===== config.mk =====
export PLATFORM = sky130hd
export DESIGN_NAME = uart_rx_oversampler
export DESIGN_NICKNAME = d
export VERILOG_FILES = /design/src/rtl/uart_rx_oversampler.sv
export SDC_FILE = /design/constraint.sdc
export NUM_CORES = 1
export LEC_CHECK = 0
export CELL_PAD_IN_SITES_DETAIL_PLACEMENT = 0
export CELL_PAD_IN_SITES_GLOBAL_PLACEMENT = 1
export CORE_ASPECT_RATIO = 1.25
export CORE_MARGIN = 5
export CORE_UTILIZATION = 44
export DETAILED_ROUTE_END_ITERATION = 7
export PLACE_DENSITY = 0.77
export SLEW_MARGIN = 0
export SYNTH_ARGS = -nofsm -noshare
export SYNTH_HDL_FRONTEND = slang
export SYNTH_SLANG_ARGS = --single-unit

===== constraint.sdc =====
create_clock -name clk -period 2 [get_ports clk]
set_clock_uncertainty 0.2 [all_clocks]
set_input_delay 0.6 -clock clk [delete_from_list [all_inputs] [get_ports clk]]
set_output_delay 0.6 -clock clk [all_outputs]
set_load 0.03 [all_outputs]

===== src/rtl/uart_rx_oversampler.sv =====
// UART receive front end: 2-flop synchroniser, start-bit qualification,
// mid-bit sampling on the baud generator's oversample tick, byte assembly,
// and single-cycle valid / framing-error / parity-error pulses.
// Optional parity bit: define UART_RX_PARITY_EN (PARITY_ODD selects odd/even).
module uart_rx_oversampler #(
  parameter int unsigned DATA_BITS  = 8,
  parameter int unsigned OVERSAMPLE = 16,
  parameter int unsigned PARITY_ODD = 0
) (
  input  logic                 clk,
  input  logic                 rst,
  input  logic                 tick,
  input  logic                 rx,
  output logic [DATA_BITS-1:0] rx_data,
  output logic                 rx_valid,
  output logic                 frame_err,
  output logic                 parity_err,
  output logic                 busy
);

  localparam int unsigned SCNT_W = $clog2(OVERSAMPLE);
  localparam int unsigned BCNT_W = $clog2(DATA_BITS);

  localparam logic [SCNT_W-1:0] SCNT_MID = SCNT_W'(OVERSAMPLE / 2 - 1);
  localparam logic [SCNT_W-1:0] SCNT_END = SCNT_W'(OVERSAMPLE - 1);
  localparam logic [BCNT_W-1:0] BCNT_END = BCNT_W'(DATA_BITS - 1);

  localparam logic [2:0] ST_IDLE   = 3'd0;
  localparam logic [2:0] ST_START  = 3'd1;
  localparam logic [2:0] ST_DATA   = 3'd2;
`ifdef UART_RX_PARITY_EN
  localparam logic [2:0] ST_PARITY = 3'd3;
`endif
  localparam logic [2:0] ST_STOP   = 3'd4;
  localparam logic [2:0] ST_BREAK  = 3'd5;

  logic                 r_rx_meta;
  logic                 r_rx_s;
  logic [2:0]           r_state;
  logic [SCNT_W-1:0]    r_scnt;
  logic [BCNT_W-1:0]    r_bcnt;
  logic [DATA_BITS-1:0] r_shreg;
  logic [DATA_BITS-1:0] r_rx_data;
  logic                 r_valid;
  logic                 r_ferr;
  logic                 r_busy;

  logic [2:0]           w_state_nxt;
  logic [SCNT_W-1:0]    w_scnt_nxt;
  logic [BCNT_W-1:0]    w_bcnt_nxt;
  logic [DATA_BITS-1:0] w_shreg_nxt;
  logic [DATA_BITS-1:0] w_data_nxt;
  logic                 w_valid_nxt;
  logic                 w_ferr_nxt;
  logic                 w_scnt_end;
  logic [SCNT_W-1:0]    w_scnt_inc;

`ifdef UART_RX_PARITY_EN
  logic r_par_bit;
  logic r_perr;
  logic w_par_bit_nxt;
  logic w_perr_nxt;
  logic w_par_ok;

  // Data parity combined with the received parity bit must equal the configured sense
  assign w_par_ok = ((^r_shreg) ^ r_par_bit) == 1'(PARITY_ODD);
`else
  logic w_unused_parity_cfg;

  assign w_unused_parity_cfg = (PARITY_ODD != 0);
`endif

  assign w_scnt_end = (r_scnt == SCNT_END);
  assign w_scnt_inc = w_scnt_end ? '0 : r_scnt + SCNT_W'(1);

  // Next-state, counter, shift register and pulse decode; everything holds when tick=0
  always_comb begin
    w_state_nxt = r_state;
    w_scnt_nxt  = r_scnt;
    w_bcnt_nxt  = r_bcnt;
    w_shreg_nxt = r_shreg;
    w_data_nxt  = r_rx_data;
    w_valid_nxt = 1'b0;
    w_ferr_nxt  = 1'b0;
`ifdef UART_RX_PARITY_EN
    w_par_bit_nxt = r_par_bit;
    w_perr_nxt    = 1'b0;
`endif
    if (tick) begin
      case (r_state)
        ST_IDLE: begin
          if (!r_rx_s) begin
            w_state_nxt = ST_START;
            w_scnt_nxt  = '0;
            w_bcnt_nxt  = '0;
          end
        end
        ST_START: begin
          if (r_scnt == SCNT_MID) begin
            w_scnt_nxt  = '0;
            w_state_nxt = r_rx_s ? ST_IDLE : ST_DATA;
          end else begin
            w_scnt_nxt = r_scnt + SCNT_W'(1);
          end
        end
        ST_DATA: begin
          w_scnt_nxt = w_scnt_inc;
          if (w_scnt_end) begin
            w_shreg_nxt = {r_rx_s, r_shreg[DATA_BITS-1:1]};
            if (r_bcnt == BCNT_END) begin
`ifdef UART_RX_PARITY_EN
              w_state_nxt = ST_PARITY;
`else
              w_state_nxt = ST_STOP;
`endif
            end else begin
              w_bcnt_nxt = r_bcnt + BCNT_W'(1);
            end
          end
        end
`ifdef UART_RX_PARITY_EN
        ST_PARITY: begin
          w_scnt_nxt = w_scnt_inc;
          if (w_scnt_end) begin
            w_par_bit_nxt = r_rx_s;
            w_state_nxt   = ST_STOP;
          end
        end
`endif
        ST_STOP: begin
          w_scnt_nxt = w_scnt_inc;
          if (w_scnt_end) begin
            if (r_rx_s) begin
              w_state_nxt = ST_IDLE;
`ifdef UART_RX_PARITY_EN
              if (w_par_ok) begin
                w_data_nxt  = r_shreg;
                w_valid_nxt = 1'b1;
              end else begin
                w_perr_nxt = 1'b1;
              end
`else
              w_data_nxt  = r_shreg;
              w_valid_nxt = 1'b1;
`endif
            end else begin
              w_ferr_nxt  = 1'b1;
              w_state_nxt = ST_BREAK;
            end
          end
        end
        ST_BREAK: begin
          w_scnt_nxt = '0;
          if (r_rx_s) begin
            w_state_nxt = ST_IDLE;
          end
        end
        default: begin
          w_state_nxt = ST_IDLE;
          w_scnt_nxt  = '0;
          w_bcnt_nxt  = '0;
        end
      endcase
    end
  end

  // Synchroniser, FSM state, datapath and registered output pulses
  always_ff @(posedge clk or posedge rst) begin
    if (rst) begin
      r_rx_meta <= 1'b1;
      r_rx_s    <= 1'b1;
      r_state   <= ST_IDLE;
      r_scnt    <= '0;
      r_bcnt    <= '0;
      r_shreg   <= '0;
      r_rx_data <= '0;
      r_valid   <= 1'b0;
      r_ferr    <= 1'b0;
      r_busy    <= 1'b0;
`ifdef UART_RX_PARITY_EN
      r_par_bit <= 1'b0;
      r_perr    <= 1'b0;
`endif
    end else begin
      r_rx_meta <= rx;
      r_rx_s    <= r_rx_meta;
      r_state   <= w_state_nxt;
      r_scnt    <= w_scnt_nxt;
      r_bcnt    <= w_bcnt_nxt;
      r_shreg   <= w_shreg_nxt;
      r_rx_data <= w_data_nxt;
      r_valid   <= w_valid_nxt;
      r_ferr    <= w_ferr_nxt;
      r_busy    <= (w_state_nxt != ST_IDLE);
`ifdef UART_RX_PARITY_EN
      r_par_bit <= w_par_bit_nxt;
      r_perr    <= w_perr_nxt;
`endif
    end
  end

  assign rx_data   = r_rx_data;
  assign rx_valid  = r_valid;
  assign frame_err = r_ferr;
  assign busy      = r_busy;
`ifdef UART_RX_PARITY_EN
  assign parity_err = r_perr;
`else
  assign parity_err = 1'b0;
`endif

endmodule

After elaboration in Yosys (flattened, before gate mapping)
Index checks and enable logic that the tools add are counted.
W data, S select, Z words.
{"block": "word_totals", "regBits": 31, "word_cells": 57, "output_inout_bits": 12, "input_bits": 4}
{"block": "op_classes", "n_mux": 26, "bitwise": 1, "addsub": 2, "eq_ne": 10, "reduce_logical": 8}
{"cell": "$mux W3", "count": 11}
{"cell": "$pmux W3 S5", "count": 1}
{"cell": "$mux W4", "count": 3}
{"cell": "$pmux W4 S3", "count": 1}
{"cell": "$eq A3 B3 Y1 const B", "count": 3}
{"cell": "$pmux W3 S3", "count": 1}
{"cell": "$mux W1", "count": 8}
{"cell": "$ne A2 B2 Y1 const B", "count": 3}
{"cell": "$reduce_and A5 Y1", "count": 1}
{"cell": "$add A4 B1 Y4 const B", "count": 1}
{"cell": "$eq A4 B3 Y1 const B", "count": 1}
{"cell": "$eq A4 B4 Y1 const B", "count": 1}
{"cell": "$reduce_and A4 Y1", "count": 1}
{"cell": "$add A3 B1 Y3 const B", "count": 1}
{"cell": "$eq A3 B1 Y1 const B", "count": 1}
{"cell": "$eq A3 B2 Y1 const B", "count": 1}
{"cell": "$logic_not A3 Y1", "count": 1}
{"cell": "$reduce_and A3 Y1", "count": 1}
{"cell": "$reduce_bool A3 Y1", "count": 1}
{"cell": "$reduce_or A3 Y1", "count": 1}
{"cell": "$mux W2", "count": 1}
{"cell": "$reduce_and A2 Y1", "count": 1}
{"cell": "$reduce_or A2 Y1", "count": 1}
{"cell": "$not A1 Y1", "count": 1}

Depth between registers and ports, before layout
Gate-level depths: netlist of the first run.
{"block": "logic_depth", "word_depth": 6, "ltp_mapped": 6, "mapped_depth_nobuf": 6}

Worst setup path before layout of the first run
No wires, ideal clock.
{"block": "synth_timing", "path_type": "reg-to-reg", "from": "register r_scnt[0]", "to": "register r_rx_data[0] (netlist: rx_data[0])", "stages_incl_launch_ff": 6, "n_path_buf": 0, "setup_ns": 0.125, "synth_period_minus_slack_ns": 1.775, "setup_slack_ns": 0.225, "t_arrival_ns": 1.450, "required_time_ns": 1.675, "cell_sequence": "dfrtp_1 ha_1 nand4_2 nor3_1 nand2_2 mux2_2"}
{"block": "synth_via", "elab_chain_cells": 2}
{"element": "from (decl)", "line": "40", "text": "logic [SCNT_W-1:0] r_scnt;"}
{"element": "from (signal assigned)", "line": "188", "text": "r_scnt <= w_scnt_nxt;"}
{"element": "$eq A4 B4 Y1", "line": "73", "text": "assign w_scnt_end = (r_scnt == SCNT_END);"}
{"element": "$reduce_and A4 Y1 (no line)"}
{"element": "to (signal assigned)", "line": "191", "text": "r_rx_data <= w_data_nxt;"}
{"element": "to (decl)", "line": "43", "text": "logic [DATA_BITS-1:0] r_rx_data;"}
Every way passes these cells.
A chain may end at the register's enable or synchronous reset.

Final worst setup path of the first run
{"block": "layout_timing", "from": "register r_state[1]", "to": "register r_scnt[0]"}
{"block": "layout_via", "elab_chain_cells": 3, "elab_cells_between_ends": 8, "classes_between": "eq/ne (4); mux (1); reduce/logical (3)"}
{"element": "from (decl)", "line": "39", "text": "logic [2:0] r_state;"}
{"element": "from (signal assigned)", "line": "187", "text": "r_state <= w_state_nxt;"}
{"element": "$eq A3 B3 Y1, or another cell as far along", "line": "90", "text": "case (r_state)"}
{"element": "$reduce_or A2 Y1 (no line) or $ne A2 B2 Y1 (tied branches)"}
{"element": "$pmux W4 S3 or $reduce_and A2 Y1 (tied branches)"}
Several ways; a longest one is shown, not always the timed one.

==> Flow_metrics.wiki, run 1 <==
{| class="wikitable"
! Metric !! Value
|-
| Result of the run || finished, final reports clean
|-
| Pwr per Cell Area || 938 nW/um^2
|-
| Share of the cycle needed by the critical path after routing || between 90% and 100%
|-
| Cell area after synthesis || 1480 sq um
|-
| Cell chain of the critical path || or4b_4 > nand2_1 > buf_4 > nor4_1 > a21o_1
|-
| Number of distinct library cell variants in the gate-level netlist after synthesis || 39
|-
| Largest stage delay, worst path || 0.60 ns
|-
| Total die area || 4630 sq um
|-
| Sequential share of the synthesized area || 52.6%
|-
| Final Total Pwr || around 1.7 mW
|-
| Number of iterations in the first detailed-routing pass || 4
|-
| Min setup slack post-route || ~0.13 ns
|-
| Largest family of logic cells by synthesized area || simple AND/OR/NAND/NOR gates
|-
| Leakage Power || 0.924 nW
|-
| Routed via count || approximately 1,100
|-
| Die Ht || roughly 75 um
|-
| Overflow left after global routing || 0
|-
| Kind of launch point of the worst setup path || flip-flop
|-
| Fraction of synthesized cell area in xor and xnor cells || 0%
|-
| Syn nets || 139
|-
| # diodes || 0
|-
| First-pass GRT wire length || 5460 um
|-
| Share of total power in the clock network || between 20% and 30%
|-
| Part of the total power dissipated in sequential elements || ~46%
|-
| FMAX || 534 MHz
|-
| Net count reported at finish || 167
|-
| Final Critical Period || about 1.9 ns
|-
| Post-synthesis simple-gate area fraction || 18.4%
|-
| Ratio of cells with drive above 1 in the final layout || 29.8%
|-
| Number of standard-cell rows in the floorplan || 23
|-
| Hold Buf Count CTS || 0
|-
| Number of violations of the max-capacitance limit || 0
|-
| Final max-slew violation count || 0
|-
| Synthesized instance count || 132
|-
| Detailed Route Iter0 Violations || about 70
|-
| Remaining DRCs || 0
|-
| Worst hold path class || reg2reg
|-
| H-tree depth || 2
|-
| Drt wl/cell || 15.2 um
|-
| Total wire length after detailed routing || 3000 um
|-
| Final setup fails || 0
|-
| Internal || 1.14 mW
|-
| Fraction of the mapped netlist area in compound gates || 9.64%
|-
| Post-Place Cells || between 150 and 200
|-
| Number of top-level pins || 16
|-
| Post-synthesis adder-cell area fraction || 3.21%
|-
| Max Fanout on Critical Path || 12
|-
| Final Wtd Congestion || between 0.8 and 0.9
|-
| Number of input and output port buffers inserted || 14
|-
| Core box area || ~3200 sq um
|-
| Arrival time reported for the critical path endpoint || 1.85 ns
|-
| Layout Cells excl Fill || approximately 200
|-
| Buffer type at the clock tree root || clkbuf_8
|-
| Setup repair after global routing missed its margin || false
|-
| TritonCTS Buffers || 5
|-
| Initial Utilization || 45.9%
|-
| Switching share of total power || around a third
|-
| Setup tns final || 0 ns
|-
| Commonest register cell after synthesis || dfrtp_1
|-
| Most frequent standard cell in the layout excluding fill and tap cells || dfrtp_1
|-
| Commonest non-fill, non-tap cells in the layout || dfrtp_1 (29), mux2_2 (15), nand2_1 (13)
|-
| Initial antenna violation count || 0
|-
| Overall routing resource usage || between 10% and 20%
|-
| Endpoint kind of the worst setup timing path || flip-flop
|-
| Growth of design area from synthesis to finish || 25.8%
|-
| Final HPWL from detailed placement || approximately 2200 um
|-
| Clock sinks || 31
|-
| Setup Crit Path Kind || reg2reg
|-
| Share of synthesized area spent on multiplexers || 12.2%
|-
| Worst hold slack || 0.160 ns
|-
| Number of warnings reported in the yosys synthesis log || 0
|-
| Standard cell area after detailed placement || 1710 sq um
|-
| Net Sw Power || approximately 0.60 mW
|-
| Critical path required time || 1.97 ns
|-
| CTS tree || done
|-
| Worst-skew pair later-pin latency || 0.28 ns
|-
| Standard cell with the maximum stage delay on the critical path || or4b_4
|-
| Final standard cell area without fillers || 1860 sq um
|-
| Number of enable-type register cells in the synthesized netlist || 0
|-
| Final number of hold-violating endpoints || 0
|-
| Vias in the first global route || 1,189
|-
| Place WS || -0.349 ns
|-
| Pin count of the biggest net entering global routing || 14
|-
| Power share of the combinational group || 26.5%
|-
| Synth async-reset ratio || 100%
|-
| Cell class contributing the biggest share of worst-path delay || simple AND/OR/NAND/NOR gates
|-
| Chip width || 61.9 um
|-
| Peak supply drop || between 0.5 and 0.6 mV
|-
| Clock buffer depth || 2
|-
| Register bit total from synthesis || 31
|-
| Clock transition at path regs || about 0.060 ns
|-
| Number of buffers and inverters on the critical path || 1
|-
| Final core utilization || 57.8%
|-
| Routed Antenna Nets || 0
|-
| Mean instance size in the synthesized netlist || 11.2 sq um
|-
| Via count normalized by instance count || approximately 5.5
|}
-- what timing repair did --
action                                  4_1_cts  5_1_grt
endpoints found under the setup margin       19       17
pin swaps                                     1        1
gates cloned                                  0        1
resized for setup                            12        9
setup buffers                                 1        2
hold endpoints to repair                      0        0
-- cell families (layout without fill, tap and decap cells) --
kind of cell    count (synthesis)  in the layout
buf+inv                        12             40
mux                            16             16
flops                          31             31
compound gates                 21             21
simple gates                   47             48
fa+ha+maj                       4              4
other cells                     1              1
-- power by group through the flow --
stage / Clock, mW / Sequential (mW) / Combinational, mW
floorplan: 0 / 0.763 / 0.348
finish: 0.474 / 0.810 / 0.462
CTS: 0.498 / 0.802 / 0.440
detailed placement: 0 / 0.814 / 0.444
global route: 0.523 / 0.823 / 0.524
global placement: 0 / 0.810 / 0.431
-- Yosys cell counts, drive strengths merged, types with 2 or more instances --
master | n | area (sq um)
nand2 | 14 | 55.1
ha | 3 | 37.5
nand3 | 4 | 20.0
buf | 5 | 27.5
a2bb2oi | 2 | 17.5
nand4b | 2 | 23.8
mux2 | 16 | 180
nor4 | 3 | 18.8
dfstp | 2 | 52.6
clkbuf | 2 | 8.75
inv | 5 | 18.8
nand2b | 4 | 25.0
o211ai | 2 | 15.0
nor2 | 7 | 33.8
a21oi | 2 | 10.0
dfrtp | 29 | 726
nor3 | 6 | 30.0
o21ai | 9 | 45.0
or4b | 2 | 23.8
-- path summary, 6_finish.rpt --
kind                                           start                endpoint  slack [ns]  cells past startpoint
worst max-delay path            r_state[1]$_DFF_PP0_   r_scnt[0]$_DFFE_PP0P_        0.13                      5
worst min-delay path             r_rx_meta$_DFF_PP1_        r_rx_s$_DFF_PP1_        0.16                      0
worst max register to register  r_state[1]$_DFF_PP0_   r_scnt[0]$_DFFE_PP0P_        0.13                      5
worst min register to register   r_rx_meta$_DFF_PP1_        r_rx_s$_DFF_PP1_        0.16                      0
max in group asynchronous                        rst   r_bcnt[1]$_DFFE_PP0P_        0.71                      3
min in group asynchronous                        rst  rx_data[3]$_DFFE_PP0P_        0.39                      2
-- per-layer routing --
metal  vias up  share of wire [%]  global-route usage, %
li1        534                  -                      -
met1       526                 42                   19.5
met2        17                 52                   26.9
met3         8                3.7                   3.95
met4         0                2.0                   7.08
met5         -                  0                      0
-- worst register-to-register path: stages, from the launching register on --
cell and delay, ns:
dfrtp_1 0.50, or4b_4 0.60, nand2_1 0.10, buf_4 0.13, nor4_1 0.06, a21o_1 0.17
-- final cells by class --
type | instances | area, sq um
fillers | 278 | 1360
clock buffers | 6 | 72.6
inverters | 5 | 18.8
well taps | 37 | 46.3
multi-input cells | 90 | 687
repair buffers | 27 | 246
flip-flops and latches | 31 | 778
clock inverters | 2 | 12.5
-- state kept, by name (all words and copies together) (netlist names) --
register and count:
r_shreg 8, rx_data 8, r_rx_meta 1, r_scnt 4
busy 1, r_bcnt 3, r_state 3, rx_valid 1
frame_err 1, r_rx_s 1
Power figures use the tool's default switching activity.
==> run 2: changes to the inputs <==
- CELL_PAD_IN_SITES_DETAIL_PLACEMENT: 0 -> unset
- CELL_PAD_IN_SITES_GLOBAL_PLACEMENT: 1 -> unset
- CORE_UTILIZATION: 44 -> 55
==> Flow_metrics.wiki, run 2 (synthesis results as in run 1) <==
{| class="wikitable"
! Metric !! Value
|-
| Chip width || 56.4 um (was 61.9 um)
|-
| Net count reported at finish || 161 (was 167)
|-
| Final setup fails || 0 (unchanged)
|-
| Clock transition at path regs || 0.10 ns (was 0.06 ns)
|-
| Pwr per Cell Area || 961 nW/um^2 (was 938 nW/um^2)
|-
| Largest stage delay, worst path || 0.40 ns (was 0.60 ns)
|-
| FMAX || 528 MHz (was 534 MHz)
|-
| Detailed Route Iter0 Violations || 6 (was 72)
|-
| Launch point of the worst reg-to-reg path || r_state[2]$_DFF_PP0_ (was r_state[1]$_DFF_PP0_)
|-
| Number of violations of the max-capacitance limit || 0 (unchanged)
|-
| Clock buffer depth || 2 (unchanged)
|-
| Number of iterations in the first detailed-routing pass || 4 (unchanged)
|-
| First element of the critical path || rx_data[6]$_DFFE_PP0P_ (was r_state[1]$_DFF_PP0_)
|-
| Initial antenna violation count || 0 (unchanged)
|-
| Setup repair after global routing missed its margin || false (unchanged)
|-
| Vias in the first global route || 1,082 (was 1,189)
|-
| Result of the run || finished, final reports clean (unchanged)
|-
| Buffer type at the clock tree root || clkbuf_4 (was clkbuf_8)
|-
| # diodes || 0 (unchanged)
|-
| Die Ht || 68 um (was 74.8 um)
|-
| Ratio of cells with drive above 1 in the final layout || 25.3% (was 29.8%)
|-
| Cell chain of the critical path || dlygate4sd2_1 (was or4b_4 > nand2_1 > buf_4 > nor4_1 > a21o_1)
|-
| Setup Crit Path Kind || reg2out (was reg2reg)
|-
| Final Wtd Congestion || 0.876 (was 0.818)
|-
| Worst hold path class || reg2reg (unchanged)
|-
| Clock sinks || 31 (unchanged)
|-
| Overall routing resource usage || 17.3% (was 16.1%)
|-
| Standard cell with the maximum stage delay on the critical path || dlygate4sd2_1 (was or4b_4)
|-
| H-tree depth || 2 (unchanged)
|-
| Worst-skew pair later-pin latency || 0.33 ns (was 0.28 ns)
|-
| Total wire length after detailed routing || 2880 um (was 3000 um)
|-
| Pin count of the biggest net entering global routing || 32 (was 14)
|-
| Growth of design area from synthesis to finish || 19.3% (was 25.8%)
|-
| Final HPWL from detailed placement || 2040 um (was 2180 um)
|-
| Place WS || -0.353 ns (was -0.349 ns)
|-
| Final number of hold-violating endpoints || 0 (unchanged)
|-
| Setup tns final || 0 ns (unchanged)
|-
| Most frequent standard cell in the layout excluding fill and tap cells || dfrtp_1 (unchanged)
|-
| Kind of launch point of the worst setup path || flip-flop (unchanged)
|-
| Share of the cycle needed by the critical path after routing || 94.7% (was 93.6%)
|-
| Final core utilization || 67.2% (was 57.8%)
|-
| Commonest non-fill, non-tap cells in the layout || dfrtp_1 (29), mux2_2 (16), nand2_1 (13) (was dfrtp_1 (29), mux2_2 (15), nand2_1 (13))
|-
| Drt wl/cell || 15.3 um (was 15.2 um)
|-
| Min setup slack post-route || 0.107 ns (was 0.128 ns)
|-
| Overflow left after global routing || 0 (unchanged)
|-
| HP Start || r_rx_meta$_DFF_PP1_ (unchanged)
|-
| Cell class contributing the biggest share of worst-path delay || buffers and inverters (was simple AND/OR/NAND/NOR gates)
|-
| Total die area || 3840 sq um (was 4630 sq um)
|-
| Peak supply drop || 0.917 mV (was 0.562 mV)
|-
| Remaining DRCs || 0 (unchanged)
|-
| Final max-slew violation count || 0 (unchanged)
|-
| Number of buffers and inverters on the critical path || 1 (unchanged)
|-
| Initial Utilization || 56.3% (was 45.9%)
|-
| Number of standard-cell rows in the floorplan || 21 (was 23)
|-
| TritonCTS Buffers || 5 (unchanged)
|-
| Core box area || 2630 sq um (was 3220 sq um)
|-
| Arrival time reported for the critical path endpoint || 1.09 ns (was 1.85 ns)
|-
| Routed Antenna Nets || 0 (unchanged)
|-
| Max Fanout on Critical Path || 2 (was 12)
|-
| Via count normalized by instance count || 5.81 (was 5.48)
|-
| Critical path required time || 1.20 ns (was 1.97 ns)
|-
| Number of top-level pins || 16 (unchanged)
|-
| Leakage Power || 0.893 nW (was 0.924 nW)
|-
| CTS tree || done (unchanged)
|-
| First-pass GRT wire length || 5000 um (was 5460 um)
|-
| Endpoint kind of the worst setup timing path || output pin (was flip-flop)
|-
| Final Critical Period || 1.89 ns (was 1.87 ns)
|-
| Number of input and output port buffers inserted || 14 (unchanged)
|-
| Routed via count || 1,092 (was 1,085)
|}
run 2: report_power, final:
| part | switching (mW) | internal (mW) | total, mW |
|---|---|---|---|
| combinational | 0.230 | 0.191 | 0.421 |
| clock | 0.208 | 0.257 | 0.466 |
| sequential | 0.116 | 0.693 | 0.809 |
| total | 0.554 | 1.14 | 1.70 |
run 2: through the flow:
stage | hold slack (ns) | cell area (sq um) | total power [mW] | cells
floorplan | 0.145 | 1480 | 1.11 | 132
detailed placement | 0.152 | 1700 | 1.24 | 181
CTS | 0.166 | 1760 | 1.71 | 188
finish | 0.164 | 1770 | 1.70 | 188
global placement | 0.150 | 1700 | 1.21 | 181
global route | 0.172 | 1770 | 1.80 | 188
run 2: final timing paths:
path	endpoint	slack (ns)	cells after the start
min reg2reg	r_rx_s$_DFF_PP1_	0.16	0
max in group asynchronous	r_rx_s$_DFF_PP1_	0.96	3
min	r_rx_s$_DFF_PP1_	0.16	0
max reg2reg	r_shreg[6]$_DFFE_PP0P_	0.11	4
max	rx_data[6]	0.11	1
min in group asynchronous	r_bcnt[0]$_DFFE_PP0P_	0.40	3
run 2: per-layer routing:
| metal | vias to the layer above | GRT usage [%] | part of all wire [%] |
|---|---|---|---|
| li1 | 516 | - | - |
| met5 | - | 0 | 0 |
| met4 | 0 | 9.79 | 1.9 |
| met3 | 7 | 5.09 | 4.9 |
| met1 | 542 | 20.7 | 43 |
| met2 | 27 | 28.1 | 50 |
run 2: what timing repair did:
item / 4_1_cts / 5_1_grt
setup endpoints to repair: 11 / 13
hold buffers: 0 / 0
resized for setup: 11 / 3
setup buffers: 0 / 0
hold endpoints to repair: 0 / 0
pin swaps: 0 / 1
run 2: final cells by class:
| class | count | area [sq um] |
|---|---|---|
| fill | 209 | 862 |
| inverter | 5 | 18.8 |
| multi-input combinational | 89 | 649 |
| clock inverter | 1 | 30.0 |
| sequential | 31 | 778 |
| clock buffer | 6 | 41.3 |
| tap | 34 | 42.5 |
| timing repair buffer | 22 | 205 |
==> run 3: changes to the inputs <==
- CORE_UTILIZATION: 55 -> 59
- PLACE_DENSITY: 0.77 -> 0.82
- clock period: 2 -> 2.2 ns (I/O delays scaled with it)
==> Flow_metrics.wiki, run 3 (synthesis results as in run 1) <==
{| class="wikitable"
! Metric !! Value
|-
| Final Critical Period || ~2.1 ns
|-
| Worst hold path class || reg2reg (unchanged)
|-
| Multi-input combinational cell area || 647 sq um (was 649 sq um)
|-
| Detailed Route Iter0 Violations || 34 (was 6)
|-
| Clock transition at path regs || 0.09 ns (was 0.10 ns)
|-
| Initial Utilization || 61.0% (was 56.3%)
|-
| Leakage Power || 0.888 nW (was 0.893 nW)
|-
| Routed Antenna Nets || 0 (unchanged)
|-
| Initial antenna violation count || 0 (unchanged)
|-
| Clock sinks || 31 (unchanged)
|-
| H-tree depth || 2 (unchanged)
|-
| Net count reported at finish || 158 (was 161)
|-
| Pwr per Cell Area || 841 nW/um^2 (was 961 nW/um^2)
|-
| Final setup fails || 0 (unchanged)
|-
| Final number of hold-violating endpoints || 0 (unchanged)
|-
| Growth of design area from synthesis to finish || 17.4% (was 19.3%)
|-
| Remaining DRCs || 0 (unchanged)
|-
| First-pass GRT wire length || 4980 um (was 5000 um)
|-
| Total wire length after detailed routing || 2750 um (was 2880 um)
|-
| Most frequent standard cell in the layout excluding fill and tap cells || dfrtp_1 (unchanged)
|-
| Die Ht || 66 um (was 68 um)
|-
| Overall routing resource usage || 19.3% (was 17.3%)
|-
| Share of the cycle needed by the critical path after routing || 93.9%
|-
| Routed via count || 1,053 (was 1,092)
|-
| Hold Buf Count CTS || 0 (unchanged)
|-
| Buffer type at the clock tree root || clkbuf_4 (unchanged)
|-
| Number of standard-cell rows in the floorplan || 20 (was 21)
|-
| Reg-to-reg slack, setup || 0.21 ns (was 0.11 ns)
|-
| Number of iterations in the first detailed-routing pass || 4 (unchanged)
|-
| Drt wl/cell || 14.9 um (was 15.3 um)
|-
| Via count normalized by instance count || 5.69 (was 5.81)
|-
| Number of top-level pins || 16 (unchanged)
|-
| Setup Crit Path Kind || in2reg (was reg2out)
|-
| Storage cell area || 778 sq um (unchanged)
|-
| Kind of launch point of the worst setup path || input pin (was flip-flop)
|-
| Vias in the first global route || 1,122 (was 1,082)
|-
| Commonest non-fill, non-tap cells in the layout || dfrtp_1 (29), mux2_2 (16), nand2_1 (13) (unchanged)
|-
| Total die area || 3620 sq um (was 3840 sq um)
|-
| FMAX || 484 MHz
|-
| # diodes || 0 (unchanged)
|-
| Max Fanout on Critical Path || 8 (was 2)
|-
| Final max-slew violation count || 0 (unchanged)
|-
| Arrival time reported for the critical path endpoint || 2.08 ns (was 1.09 ns)
|-
| CTS tree || done (unchanged)
|-
| TritonCTS Buffers || 5 (unchanged)
|-
| Final Wtd Congestion || 0.835 (was 0.876)
|-
| Peak supply drop || 0.617 mV (was 0.917 mV)
|-
| Setup repair after global routing missed its margin || false (unchanged)
|-
| Final HPWL from detailed placement || 1940 um (was 2040 um)
|-
| Standard cell area after detailed placement || 1680 sq um (was 1700 sq um)
|-
| Number of violations of the max-capacitance limit || 0 (unchanged)
|-
| Chip width || 54.8 um (was 56.4 um)
|-
| Final Total Pwr || 1.46 mW (was 1.70 mW)
|-
| # fillers || 179 (was 209)
|-
| Worst hold slack || 0.161 ns (was 0.164 ns)
|-
| Worst-skew pair later-pin latency || 0.33 ns (about the same)
|-
| Number of input and output port buffers inserted || 14 (unchanged)
|-
| Core box area || 2430 sq um (was 2630 sq um)
|-
| Pin count of the biggest net entering global routing || 32 (unchanged)
|-
| Endpoint kind of the worst setup timing path || flip-flop (was output pin)
|-
| Critical path required time || 2.21 ns (was 1.20 ns)
|-
| Final standard cell area without fillers || 1740 sq um (was 1770 sq um)
|-
| Overflow left after global routing || 0 (unchanged)
|-
| Clock buffer depth || 2 (unchanged)
|-
| Ratio of cells with drive above 1 in the final layout || 23.7% (was 25.3%)
|-
| Result of the run || finished, final reports clean (unchanged)
|}
[run 3: cell count changes in the layout (fill, tap and decap cells not counted), sizes merged]
cell           before  now
dlygate4sd2        11    9
buf                 8    5
dlymetal6s2s        1    2
clkbuf              6    8
bufinv              1    0
clkdlybuf4s50       2    3
[run 3: path summary, 6_finish.rpt]
check	startpoint	end	depth (start not counted)
max in group asynchronous	rst	r_rx_meta$_DFF_PP1_	3
max	tick	r_shreg[5]$_DFFE_PP0P_	5
min	r_rx_meta$_DFF_PP1_	r_rx_s$_DFF_PP1_	0
min in group asynchronous	rst	busy$_DFF_PP0_	3
max reg2reg	r_scnt[0]$_DFFE_PP0P_	r_shreg[5]$_DFFE_PP0P_	5
min reg2reg	r_rx_meta$_DFF_PP1_	r_rx_s$_DFF_PP1_	0
[run 3: metal layers]
layer	global-route usage (%)	routed length [um]	vias up
met5	0	0	-
li1	-	-	512
met1	22.3	1160	507
met4	8.41	40	0
met3	7.00	127	6
met2	31.1	1430	28
[run 3: repair_timing]
action,CTS,global route
setup endpoints to repair,9,2
gates resized for setup,9,2
setup buffers,0,0
[run 3: cell type report]
cell class | count | area share (%)
Multi-Input combinational cell | 89 | 37.2
Clock buffer | 8 | 3.96
Sequential cell | 31 | 44.8
Timing Repair Buffer | 19 | 10.6
Tap cell | 33 | 2.38
Inverter | 5 | 1.08
[run 3: power by group]
| group | internal (mW) | switching (mW) | total (mW) |
|---|---|---|---|
| combinational | 0.156 | 0.179 | 0.335 |
| clock | 0.188 | 0.188 | 0.376 |
| sequential | 0.630 | 0.121 | 0.751 |
[run 3: per-stage QoR]
step / TNS (ns) / instances / setup slack (ns) / utilization (%)
global route: 0 / 185 / 0.103 / 71.6
global placement: -2.64 / 177 / -0.185 / 69.0
finish: 0 / 185 / 0.135 / 71.6
detailed placement: -2.84 / 177 / -0.196 / 69.0
floorplan: 0 / 132 / 0.414 / -
CTS: 0 / 185 / 0.000305 / 71.4
[run 3: critical path: stages]
cell and delay [ns]:
clkdlybuf4s50_1 0.49, nand4_2 0.14, buf_4 0.19, nor2_4 0.22, mux2_2 0.37
==> RTL edit, RTL diff (flow settings as in run 1) <==
Reset style: synchronous (`rst`), changed in one clocked block.
--- a/src/rtl/uart_rx_oversampler.sv
+++ b/src/rtl/uart_rx_oversampler.sv
@@ -166,5 +166,5 @@
 
   // Synchroniser, FSM state, datapath and registered output pulses
-  always_ff @(posedge clk or posedge rst) begin
+  always_ff @(posedge clk) begin
     if (rst) begin
       r_rx_meta <= 1'b1;
Check against the original RTL: differs if rst is asserted again (counterexample within 4 cycles, from zero or initial values and one cycle with rst high); with rst held inactive, the same outputs for 10 cycles.
==> RTL edit against run 1 <==
Synthesized cell count rose by 14%. Setup slack lost 25 ps. Routed wire length down 1.4%. Count of clock-buffer cells in the layout stayed put. Fmax decreased by 1.3%. Sequential cell count is the same. Synthesized area fell by 6.0%. Utilization barely moved. Final area down 6.9%. Largest cell class is now multi-input gates.
Power is not compared: it rests on default switching activity, and its combinational part moved more than twofold at a synthesized area within 25%.
==> RTL edit: results <==
group,metric,value,unit
status,status,"finished clean",
route,met3_wirelength,127,microns
final_layout,layout-drive-gt1-share,0.185,
global_routing,grt_util_all_layers,0.157,
synth,synthAdderAreaFrac,0.0270,
place,dp_hpwl,2240,microns
synth,yosysWarnings,0,
worst_setup_path,crit_fanout,6,
route,avgRoutedWirePerCell,13.8,microns
final_layout,clk_share,0.0238,
route,drtIter0Drc,42,
synth,syn_inst,150,
place,gp_congestion,0.790,
final_layout,fin_nets,186,
synth,synth_commonest_cells,"dfxtp_1, nor2_1, mux2i_1, a21oi_1, nand3_1",
floorplan,taps,36,
global_routing,met2_usage,0.272,
final_layout,buffer_area_frac,0.167,
final_layout,multi_input_area_share,0.421,
final_layout,buffers,32,
global_routing,grt_pass1_wl,5250,microns
worst_setup_path,critPathArrivalTime,1950,ps
synth,synth_area_leaders,"dfxtp_1, mux2i_1, nor2_1, a21oi_1, nand3_1",
synth,synth_top_family_by_area,"simple AND/OR/NAND/NOR gates",
place,io_buffers,14,
synth,synth_mux_area_frac,0.115,
synth,synth_nets,157,
worst_setup_path,crit_path_max_incr_delay,430,ps
route,drt-met1-wl,1270,microns
global_routing,grtUsageMet3,0.0496,
synth,synth-compound-area-share,0.129,
place,place_ws,-259,ps
synth,synth_edf_count,0,
synth,ys_types,40,
final_layout,seq_share,0.359,
synth,seq_area_frac_synth,0.446,
route,vias,1171,
final_layout,n_all_inverters,2,
clock_network,clk_pin_slew,90,ps
final_layout,num-multi-input-gates,107,
global_routing,grt_max_degree,13,
clock_network,clock_latency,320,ps
global_routing,grt_util_met1,0.181,
place,placed_area,1690,sq um
synth,async_reset_ff_frac,0,
final_layout,nFillCells,284,
place,place_inst,208,
route,wl,2960,microns
route,wl_met2,1520,microns
final_layout,multi_input_area,729,sq um
worst_setup_path,cp_slowest_cell,"or4_4",
synth,synthXorXnorAreaFrac,0.00629,
-- RTL edit: cell types whose count changed in the layout (fill, tap and decap cells not counted), moves of 9 or more --
cell	delta
mux2_2	-15
nor2_1	+14
dfrtp_1	-29
dfxtp_1	+30
nand2_1	-9
mux2i_1	+16
-- RTL edit: final timing paths --
kind | start | to | slack [ps] | depth (start not counted)
hold / removal | r_rx_meta | r_rx_s | 240 | 1
setup / recovery | r_bcnt[0] | r_bcnt[0] | 100 | 6
hold reg to reg | r_rx_meta | r_rx_s | 240 | 1
setup reg to reg | r_bcnt[0] | r_bcnt[0] | 100 | 6
-- RTL edit: timing repair --
action | CTS | global route
setup buffers | 0 | 0
endpoints found under the setup margin | 12 | 5
resized for setup | 12 | 5
cloned | 0 | 0
pin swaps | 0 | 1
-- RTL edit: worst register-to-register path, cell delays in order, from the launching register on --
cell and delay, ps:
dfxtp_2 340, ha_1 190, ha_1 190, and4b_1 270, o21ai_2 100, or4_4 430, a21oi_2 120
